## config.mk

```make
export PLATFORM = sky130hd
export DESIGN_NAME = sum_seq_ctrl
export DESIGN_NICKNAME = d
export VERILOG_FILES = /design/src/rtl/sum_seq_pkg.sv /design/src/rtl/sum_seq_ctrl_rr_arb2.sv /design/src/rtl/sum_seq_ctrl.sv
export SDC_FILE = /design/constraint.sdc
export NUM_CORES = 1
export LEC_CHECK = 0
export ABC_AREA = 1
export CORE_MARGIN = 5
export CORE_UTILIZATION = 35
export DETAILED_ROUTE_END_ITERATION = 10
export PLACE_DENSITY = 0.64
export REMOVE_ABC_BUFFERS = 1
export SLEW_MARGIN = 20
export SYNTH_ARGS = -nofsm -noshare
export SYNTH_HDL_FRONTEND = slang
export SYNTH_SLANG_ARGS = --single-unit
```

## constraint.sdc

```tcl
create_clock -name clk -period 2.97 [get_ports clk]
set_input_delay 0.891 -clock clk [delete_from_list [all_inputs] [get_ports clk]]
set_output_delay 0.891 -clock clk [all_outputs]
set_load 0.005 [all_outputs]
```

## src/rtl/sum_seq_pkg.sv

```systemverilog
// ---------------------------------------------------------------------------
// sum_seq_pkg
//   Shared definitions for the serial summing sequencer:
//   - default sizing (operand count, operand width, result width)
//   - FSM state encoding (IDLE / ACCUM / DONE)
//   - index width helper for the operand counter
// ---------------------------------------------------------------------------
package sum_seq_pkg;

  localparam int DEF_N_OPS = 8;
  localparam int DEF_OP_W  = 4;
  localparam int DEF_SUM_W = 7;

  // Operand index width for the default configuration.
  localparam int IDX_W = $clog2(DEF_N_OPS);

  typedef logic [1:0] state_t;

  localparam state_t ST_IDLE  = 2'd0;
  localparam state_t ST_ACCUM = 2'd1;
  localparam state_t ST_DONE  = 2'd2;

  // Counter width for an arbitrary operand count (never below one bit).
  function automatic int idx_width(input int n);
    return (n > 1) ? $clog2(n) : 1;
  endfunction

endpackage

```

## src/rtl/sum_seq_ctrl_rr_arb2.sv

```systemverilog
// ---------------------------------------------------------------------------
// rr_arb2
//   Two-way round-robin arbiter, purely combinational. The pointer (last)
//   is owned by the parent; this block only decides the winner.
//   Ports:
//     req  [1:0]  request vector
//     last        requester granted most recently (ties go to the other one)
//     en          arbitration enable; gnt is all-zero when low
//     gnt  [1:0]  one-hot grant
// ---------------------------------------------------------------------------
module rr_arb2 (
  input  logic [1:0] req,
  input  logic       last,
  input  logic       en,
  output logic [1:0] gnt
);

  always_comb begin
    gnt = 2'b00;
    if (en) begin
      // Requester 0 wins when alone, or on a tie when requester 1 went last.
      if (req[0] && (!req[1] || last)) begin
        gnt = 2'b01;
      end else if (req[1]) begin
        gnt = 2'b10;
      end
    end
  end

endmodule

```

## src/rtl/sum_seq_ctrl.sv

```systemverilog
// ---------------------------------------------------------------------------
// sum_seq_ctrl
//   Sequencer for a shared serial summing datapath. Two requesters present
//   packed operand buses; a round-robin arbiter picks one while idle, its
//   operands are copied into a shadow register, and one operand per cycle
//   is added into an accumulator. The result is published with a one-cycle
//   done pulse and held until the next result.
//   Ports:
//     clk, rst          clock, synchronous active-high reset
//     req0/req1         level requests, sampled only while idle
//     ops0/ops1         packed operands, op[i] = opsX[i*OP_W +: OP_W]
//     grant0/grant1     one-cycle pulse after the winner's operands are latched
//     busy              high while accumulating and during the done cycle
//     done              one-cycle pulse, sum/done_id valid
//     done_id           requester that owns the published sum
//     sum               result, modulo 2^SUM_W
// ---------------------------------------------------------------------------
module sum_seq_ctrl
  import sum_seq_pkg::*;
#(
  parameter int N_OPS = DEF_N_OPS,
  parameter int OP_W  = DEF_OP_W,
  parameter int SUM_W = DEF_SUM_W
) (
  input  logic                   clk,
  input  logic                   rst,
  input  logic                   req0,
  input  logic [N_OPS*OP_W-1:0]  ops0,
  input  logic                   req1,
  input  logic [N_OPS*OP_W-1:0]  ops1,
  output logic                   grant0,
  output logic                   grant1,
  output logic                   busy,
  output logic                   done,
  output logic                   done_id,
  output logic [SUM_W-1:0]       sum
);

  localparam int            IW       = idx_width(N_OPS);
  localparam logic [IW-1:0] LAST_IDX = IW'(N_OPS - 1);

  state_t           state_q, state_d;
  logic [1:0]       gnt;
  logic             arb_en;
  logic             take_job;
  logic             acc_step;
  logic             last_step;

  logic [OP_W-1:0]  ops0_w   [N_OPS];
  logic [OP_W-1:0]  ops1_w   [N_OPS];
  logic [OP_W-1:0]  shadow_q [N_OPS];

  logic [IW-1:0]    idx_q;
  logic [SUM_W-1:0] acc_q;
  logic [SUM_W-1:0] acc_sum;
  logic             owner_q;
  logic             last_q;
  logic             grant0_q, grant1_q;
  logic             done_q, done_id_q;
  logic [SUM_W-1:0] sum_q;

  // Unpack operand buses into per-operand views.
  genvar gi;
  generate
    for (gi = 0; gi < N_OPS; gi++) begin : g_unpack
      assign ops0_w[gi] = ops0[gi*OP_W +: OP_W];
      assign ops1_w[gi] = ops1[gi*OP_W +: OP_W];
    end
  endgenerate

  rr_arb2 u_arb (
    .req  ({req1, req0}),
    .last (last_q),
    .en   (arb_en),
    .gnt  (gnt)
  );

  // ---- FSM: state register ----
  always_ff @(posedge clk) begin
    if (rst) begin
      state_q <= ST_IDLE;
    end else begin
      state_q <= state_d;
    end
  end

  // ---- FSM: next state ----
  always_comb begin
    state_d = state_q;
    case (state_q)
      ST_IDLE:  if (gnt != 2'b00)     state_d = ST_ACCUM;
      ST_ACCUM: if (idx_q == LAST_IDX) state_d = ST_DONE;
      ST_DONE:                         state_d = ST_IDLE;
      default:                         state_d = ST_IDLE;
    endcase
  end

  // ---- FSM: outputs / datapath controls ----
  always_comb begin
    arb_en    = (state_q == ST_IDLE);
    take_job  = (gnt != 2'b00);        // gnt can only be set while idle
    acc_step  = (state_q == ST_ACCUM);
    last_step = (state_q == ST_ACCUM) && (idx_q == LAST_IDX);
    busy      = (state_q == ST_ACCUM) || (state_q == ST_DONE);
  end

  // Zero-extended add of the current shadow operand.
  assign acc_sum = acc_q + SUM_W'(shadow_q[idx_q]);

  // Shadow copy, so operand bus changes after the grant have no effect.
  generate
    for (gi = 0; gi < N_OPS; gi++) begin : g_shadow
      always_ff @(posedge clk) begin
        if (rst) begin
          shadow_q[gi] <= '0;
        end else if (take_job) begin
          shadow_q[gi] <= gnt[1] ? ops1_w[gi] : ops0_w[gi];
        end
      end
    end
  endgenerate

  always_ff @(posedge clk) begin
    if (rst) begin
      acc_q     <= '0;
      idx_q     <= '0;
      owner_q   <= 1'b0;
      last_q    <= 1'b1;
      grant0_q  <= 1'b0;
      grant1_q  <= 1'b0;
      done_q    <= 1'b0;
      done_id_q <= 1'b0;
      sum_q     <= '0;
    end else begin
      grant0_q <= gnt[0];
      grant1_q <= gnt[1];
      done_q   <= last_step;
      if (take_job) begin
        acc_q   <= '0;
        idx_q   <= '0;
        owner_q <= gnt[1];
        last_q  <= gnt[1];
      end else if (acc_step) begin
        acc_q <= acc_sum;
        idx_q <= idx_q + 1'b1;
      end
      // Publish on the final add so sum is valid alongside done.
      if (last_step) begin
        sum_q     <= acc_sum;
        done_id_q <= owner_q;
      end
    end
  end

  assign grant0  = grant0_q;
  assign grant1  = grant1_q;
  assign done    = done_q;
  assign done_id = done_id_q;
  assign sum     = sum_q;

endmodule

```

Yosys cells after proc, flatten, opt, wreduce, memory -nomap -nowiden. Memory sizes are Yosys's and may differ from the RTL's. A register that Yosys moved wholly into a read port is not among the register bits. Cells that the tools add are included.

Flip-flop bits (word level): 25. RAM bits: 32. Bits of input ports: 68. Output and inout port bits: 12. Word-level logic and storage cells: 64. Memories kept: 1.

Memories: shadow_q (words 8, bits a word 4, read ports 1, clocked after Yosys merged registers in 1, write ports 8, RTL line sum_seq_ctrl.sv:51) `logic [OP_W-1:0] shadow_q [N_OPS];`.

$add $sub $neg: 2. Equal/unequal tests: 5. Mux-type cells: 29. Bitwise logic cells: 8. Reductions and logical operators: 9.

Operators with widths (number): $mux W4 (16); $mux W2 (5); $or A1 B1 Y1 (8); $add A7 B4 Y7 (1); $mux W3 (2); $mux W1 (5); $ne A2 B1 Y1 const B (2); $pmux W2 S2 (1); $add A3 B1 Y3 const B (1); $eq A3 B3 Y1 const B (1); $eq A2 B1 Y1 const B (1); $eq A2 B2 Y1 const B (1); $logic_and A1 B1 Y1 (2); $logic_not A2 Y1 (1); $logic_or A1 B1 Y1 (2); $reduce_and A2 Y1 (1); $reduce_bool A2 Y1 (1); $reduce_or A2 Y1 (1); $logic_not A1 Y1 (1).

Depth between registers and ports, before layout. Gate-level depths: netlist of run 1.

Depth after elaboration: 10. Gate-level depth with buffers: 19. Depth with buffers taken out: 17.

Cells and area by module. Synthesis of run 1 repeated with hierarchy kept, for this count alone.

Cells, all modules: 439. Area, all modules: 3205.6 sq um.

By module, submodules not included: sum_seq_ctrl (times used 1, cells an instance 432, area an instance 3175.5 sq um); rr_arb2 (times used 1, cells an instance 7, area an instance 30.0 sq um).

Worst setup path after synthesis of run 1. No wires, ideal clock.

Path kind: register -> register. Start: register (tool-made name). End: register sum_q[4] (netlist: sum[4]). Library setup time: 0.109 ns. Arrival time: 2.198 ns. Setup slack: 0.663 ns. Stages on the path, launching flop included: 18. Path through: dfxtp_1 > buf_2 > inv_1 > clkbuf_1 > o21ai_0 > o21ai_1 > nand2_1 > nand2_1 > ha_1 > inv_1 > fa_1 > inv_1 > nand3_1 > nand2_1 > xor2_1 > nand2_1 > nand2_1 > inv_1.

RTL lines: end signal, assigned (RTL line sum_seq_ctrl.sv:149) `sum_q <= acc_sum;`; end, declared (RTL line sum_seq_ctrl.sv:60) `logic [SUM_W-1:0] sum_q;`.

==> flow_metrics.tcl, run 1 <==
set metrics [dict create \
    drive_gt1_frac 0.0612 \
    hpwl_um 5260 \
    syn_to_final_growth_pct 33.7 \
    worstPathArrival_ns 2.72 \
    nNetsFinal 595 \
    cts_buffers 9 \
    slew_headroom 0.605 \
    yosysSeqAreaShare 0.470 \
    yosysMostFrequentCell "nand2_1" \
    final.setup.tns_ns 0 \
    core_area_um2 9110 \
    grt_pass1_vias 2804 \
    leakagePower_nw 2.12 \
    fmax_ghz 0.405 \
    reg2reg_setup_slack_ns 0.50 \
    drt_iter0_drc 98 \
    avgSynthCellArea_um2 7.34 \
    p_switching_mw 1.04 \
    clk_latency_ns 0.36 \
    ir_drop_uv 221 \
    holdCritStartpoint "owner_q$_SDFFE_PP0P_" \
    final_max_slew_viol_count 0 \
    utilization 0.475 \
    p_comb_frac 0.347 \
    vias 2890 \
    p_per_area_nw_per_um2 667 \
    min_period_ns 2.47 \
    grt_max_degree 41 \
    ios 80 \
    start_kind "flop" \
    cts_setup_buffers 0 \
    chipHeight_um 106 \
    final.period_utilization 0.832 \
    outcome "finished, final reports clean" \
    synth_top_area_frac 0.297 \
    syn-cell-area_um2 3240 \
    critPathBufInv 3 \
    synth-edff-count 32 \
    rsz0062_at_grt "false" \
    ys_ff_latch 60 \
    fp-row-count 35 \
    fin_area_um2 4330 \
    cts_tree "done" \
    cts_hold_buf 0 \
    fillerInstances 937 \
    whs_path_depth 2 \
    antennaDiodeCount 0 \
    drt-vias-per-instance 4.56 \
    wl_um 7140 \
    whs_endpoint "owner_q$_SDFFE_PP0P_" \
    htree_levels 3 \
    die_w_um 106 \
    clkPwrFrac 0.258 \
    yosysUniqueCellTypes 26 \
    worstPathRequired_ns 3.22 \
    die_area_um2 11300 \
    internal_power_mw 1.84 \
    cap_violations 0 \
    cts_root_buf "clkbuf_8" \
    crit_family "flip-flops" \
    grt_util_all_layers 0.131 \
    worstHoldPathType "reg2reg" \
    cp_cell_sequence "o21ai_0 -> o21ai_1 -> nand2_1 -> nand2_1 -> ha_1 -> inv_1 -> fa_1 -> inv_1 -> nand3_1 -> nand2_1 -> xor2_1 -> nand2_1 -> nand2_1 -> inv_1" \
    critPathSlowestCell "dfxtp_1" \
    crit_path_end_kind "flop" \
    skew_ns 0.0110 \
    clockBufferDepth 2 \
    overflow 0 \
    antenna_found_initial 0 \
    gp_congestion 0.804 \
    crit_fanout 16 \
    synth_area_leaders "edfxtp_1, dfxtp_1, nand2_1" \
    seqPwrFrac 0.395 \
    seq_area_um2 1520 \
    grt_pass1_wl_um 11800 \
    port_buffers 79 \
    r2r_cells 14 \
    path_class "reg2reg" \
    syn_inst 441 \
    placed_area_um2 4130 \
    yosys_warnings 0 \
    drcViolationCount 0 \
    clkTransAtPathRegs_ns 0.07 \
    synth_ff_type "edfxtp_1" \
    synth_common_cells "nand2_1, inv_1, nor2_1" \
    tightest_slew_ns 0.592 \
    switching_share 0.362 \
    ant_nets 0 \
    finalHoldViolations 0 \
    initial_core_util 0.355 \
    multi_input_area_um2 1390 \
    cts_resized 0 \
    drt-wirelength-per-cell_um 11.3 \
    r2r-end "sum[4]$_SDFFE_PP0P_" \
    cts.sinks 60 \
    dr.pass1.iters 4 \
    setup_viol 0 \
    cp_common_cell "nand2_1" \
    async_flop_share 0 \
    synth_area_leader_cell "edfxtp_1" \
    cpPeakStageDelay_ns 0.65 \
]
[worst min-delay path, cell delays in order, from the launching register on]
cell and delay (ns):
dfxtp_1 0.33, nand2_1 0.05, o21ai_0 0.05
[through the flow]
stage	cells	setup WS (ns)	total power, mW	hold slack [ns]
floorplan	422	0.0283	1.81	0.423
global placement	618	0.508	2.14	0.454
detailed placement	618	0.444	2.17	0.454
CTS	634	0.488	2.93	0.472
global route	634	0.211	3.11	0.496
finish	634	0.499	2.89	0.461
[flip-flops by register name, summed over array words and instances, names as in the netlist, 2 cells and up, named ones only]
signal and flops:
shadow_q 32, state_q 2, acc_q 7, sum 7
idx_q 3
[placed cells by master (no fill, tap or decap)]
cell type        synthesis  layout
inv_1                   54      54
a21oi_1                  8       8
o21ai_1                  8       8
o31ai_1                  1       1
bufinv_16                0       1
inv_2                    5       5
xor2_1                   2       2
nor2_1                  50      50
o211ai_1                 1       1
o21a_1                   1       1
clkbuf_8                 0       9
buf_12                   0       1
a21oi_4                  1       1
nand3_1                 44      44
nand3b_1                 2       2
xnor2_1                  1       1
fa_1                     1       1
buf_4                    0       5
edfxtp_1                32      32
ha_1                     8       8
clkdlybuf4s50_1          0      79
nand2_1                147     147
clkinv_1                 1       1
clkinv_4                 0       2
nand2_2                  3       3
dfxtp_1                 28      28
nor2_8                   1       1
o21ai_0                 23      23
clkinvlp_4               0       4
[layer usage]
metal / global-route usage / wire length, um / vias up
li1: - / - / 1537
met1: 0.150 / 3290 / 1268
met2: 0.224 / 3370 / 75
met3: 0.0346 / 349 / 10
met4: 0.0685 / 136 / 0
met5: 0 / 0 / -
[kinds of logic (layout without fill, tap and decap cells)]
family	count (synthesis)	in the layout	share of synthesized area
flip-flops	60	60	0.470
buffers and inverters	79	161	0.0993
AO/OA/AOI/OAI	43	43	0.0723
AND/OR/NAND/NOR	247	247	0.313
adder cells (fa/ha/maj)	9	9	0.0371
XOR/XNOR	3	3	0.00812
[how the worst max path moves through the flow]
stage,slack (ns),from,to,depth (start not counted)
detailed placement,0.44,req1,shadow_q[0][3]$_SDFFCE_PN0P_,9
global route,0.21,flop,sum[4]$_SDFFE_PP0P_,13
floorplan,0.03,req1,shadow_q[0][0]$_SDFFCE_PN0P_,6
CTS,0.49,flop,sum[4]$_SDFFE_PP0P_,14
finish,0.50,flop,sum[4]$_SDFFE_PP0P_,14
global placement,0.51,req1,shadow_q[6][1]$_SDFFCE_PN0P_,9
[power groups by stage]
stage	Sequential (mW)	Clock (mW)	Combinational (mW)
floorplan	1.15	0	0.657
global placement	1.15	0	0.987
detailed placement	1.16	0	1.02
CTS	1.14	0.765	1.02
global route	1.15	0.804	1.15
finish	1.14	0.745	1.00
[area by class of cell]
cell class,instances,area share
repair buffers,85,0.196
clock buffers,9,0.0286
multi-input cells,302,0.322
flip-flops and latches,60,0.351
clock inverters,7,0.0179
well taps,111,0.0321
inverters,60,0.0520
Note: power is estimated with default switching activity, not from simulation.
==> inputs of run 2 (changes only) <==
--- a/config.mk
+++ b/config.mk
@@ -9,7 +9,7 @@
 export CORE_MARGIN = 5
 export CORE_UTILIZATION = 35
 export DETAILED_ROUTE_END_ITERATION = 10
-export PLACE_DENSITY = 0.64
+export PLACE_DENSITY = 0.66
 export REMOVE_ABC_BUFFERS = 1
 export SLEW_MARGIN = 20
 export SYNTH_ARGS = -nofsm -noshare
==> constraint.sdc (replaced) <==
create_clock -name clk -period 2.15 [get_ports clk]
set_input_delay 0.645 -clock clk [delete_from_list [all_inputs] [get_ports clk]]
set_output_delay 0.645 -clock clk [all_outputs]
set_load 0.005 [all_outputs]
==> run 2 against run 1 <==
Sequential power rose by 41%. Worst setup slack got worse by 0.41 ns. Cell area grew 4.5%. Routed wire length is 2.6% higher. Largest power group unchanged.
==> flow_metrics.tcl, run 2 (same netlist as run 1, synthesis figures left out) <==
set metrics [dict create \
    rsz0062_at_grt "true" \
    slew_headroom 0.739 \
    cts_tree "done" \
    finalHoldViolations 0 \
    worstHoldPathType "reg2reg" \
    crit_fanout 5 \
    fp-row-count 35 \
    skew_ns 0.00858 \
    final.period_utilization 0.960 \
    htree_levels 3 \
    p_switching_mw 1.46 \
    antennaDiodeCount 0 \
    ir_drop_uv 365 \
    ios 80 \
    clkTransAtPathRegs_ns 0.07 \
    seq_area_um2 1530 \
    worstPathArrival_ns 2.33 \
    cts_root_buf "clkbuf_8" \
    port_buffers 79 \
    leakagePower_nw 2.21 \
    path_class "reg2reg" \
    grt_max_degree 33 \
    drt-wirelength-per-cell_um 11.2 \
    dp_slack_ns -0.108 \
    drive_gt1_frac 0.126 \
    multi_input_area_um2 1470 \
    core_area_um2 9110 \
    design_power_total_mw 4.06 \
    die_w_um 106 \
    setup_viol 0 \
    grt_pass1_vias 2852 \
    utilization 0.497 \
    initial_core_util 0.355 \
    dr.pass1.iters 4 \
    ant_nets 0 \
    antenna_found_initial 0 \
    clkPwrFrac 0.207 \
    crit_path_end_kind "flop" \
    switching_share 0.360 \
    placedCellCount 635 \
    hpwl_um 5690 \
    internal_power_mw 2.60 \
    min_period_ns 2.06 \
    clk_latency_ns 0.33 \
    holdCritStartpoint "owner_q$_SDFFE_PP0P_" \
    final_max_slew_viol_count 0 \
    fmax_ghz 0.484 \
    drt-vias-per-instance 4.50 \
    grt_pass1_wl_um 12600 \
    drcViolationCount 0 \
    placed_area_um2 4270 \
    fin_ws_ns 0.0859 \
    cts_hold_buf 0 \
    reg2reg_setup_slack_ns 0.09 \
    clockBufferDepth 2 \
    r2r_cells 15 \
    seqPwrFrac 0.396 \
    wl_um 7330 \
    worstPathRequired_ns 2.41 \
    layout_commonest_cell "nand2_1" \
    outcome "finished, final reports clean" \
    cts_buffers 9 \
    overflow 0 \
    grt_util_all_layers 0.135 \
    drt_iter0_drc 118 \
    nNetsFinal 613 \
    fin_cells 652 \
    p_comb_frac 0.397 \
    top_register "shadow_q" \
    vias 2932 \
    die_area_um2 11300 \
    syn_to_final_growth_pct 39.8 \
    start_kind "flop" \
    cap_violations 0 \
    fillerInstances 908 \
    largest_reg_flops 32 \
    p_per_area_nw_per_um2 898 \
    r2r-end "acc_q[2]$_SDFFE_PP0P_" \
    fin_area_um2 4530 \
    cts.sinks 60 \
    final_cell_mix "nand2_1, clkdlybuf4s50_1, inv_1" \
    gp_congestion 0.849 \
    tightest_slew_ns 0.392 \
    endpoint "acc_q[2]$_SDFFE_PP0P_" \
    chipHeight_um 106 \
]
==> run 2: cell count changes in the layout (fill, tap and decap cells not counted), moves of 4 or more <==
cell        change
o21ai_0         -5
o21ai_1         +5
clkinvlp_4      -4
buf_4          +14
==> run 2: metrics by stage <==
step,hold slack (ns),setup TNS [ns]
floorplan,0.423,-28.82
global placement,0.442,-0.0709
detailed placement,0.450,-2.08
CTS,0.467,0
global route,0.493,-0.404
finish,0.459,0
==> run 2: area by class of cell <==
type / instances / area share
clock buffer: 12 / 0.0299
clock inverter: 4 / 0.00553
inverter: 60 / 0.0498
multi-input combinational: 302 / 0.325
sequential: 60 / 0.337
tap: 111 / 0.0307
timing repair buffer: 103 / 0.222
==> run 2: power by group through the flow <==
stage / Combinational, mW / Sequential, mW / Clock, mW
floorplan: 0.907 / 1.59 / 0
global placement: 1.48 / 1.61 / 0
detailed placement: 1.52 / 1.62 / 0
CTS: 1.52 / 1.60 / 0.866
global route: 1.83 / 1.63 / 0.910
finish: 1.61 / 1.61 / 0.839
==> run 2: worst min path at each step <==
stage,end,slack (ns),cells after the start
after floorplan,owner_q$_SDFFE_PP0P_,0.42,2
final,owner_q$_SDFFE_PP0P_,0.46,2
after global routing,state_q[1]$_SDFFE_PP0P_,0.49,2
after global placement,owner_q$_SDFFE_PP0P_,0.44,2
after detailed placement,owner_q$_SDFFE_PP0P_,0.45,2
after CTS,owner_q$_SDFFE_PP0P_,0.47,2
==> run 2: layer usage <==
| layer | routed length, um | up-vias | global-route usage |
|---|---|---|---|
| li1 | - | 1569 | - |
| met1 | 3380 | 1292 | 0.169 |
| met2 | 3530 | 63 | 0.227 |
| met3 | 344 | 8 | 0.0334 |
| met4 | 77 | 0 | 0.0490 |
| met5 | 0 | - | 0 |
==> run 2: repair_timing <==
item	4_1_cts	5_1_grt
setup buffers	0	1
pin swaps	1	6
gates resized for setup	5	26
gates cloned	0	0
endpoints found under the setup margin	6	9
==> run 2: critical path: stages, from the launching register on <==
cell and delay [ns]:
dfxtp_2 0.36, buf_6 0.12, nor2_2 0.04, nor2_1 0.09
o21ai_1 0.07, o21ai_1 0.08, nand2_1 0.06, nand2_1 0.07
ha_2 0.17, inv_2 0.04, fa_2 0.34, buf_4 0.14
xor2_1 0.14, inv_1 0.09, nand2_1 0.07, a21oi_2 0.12
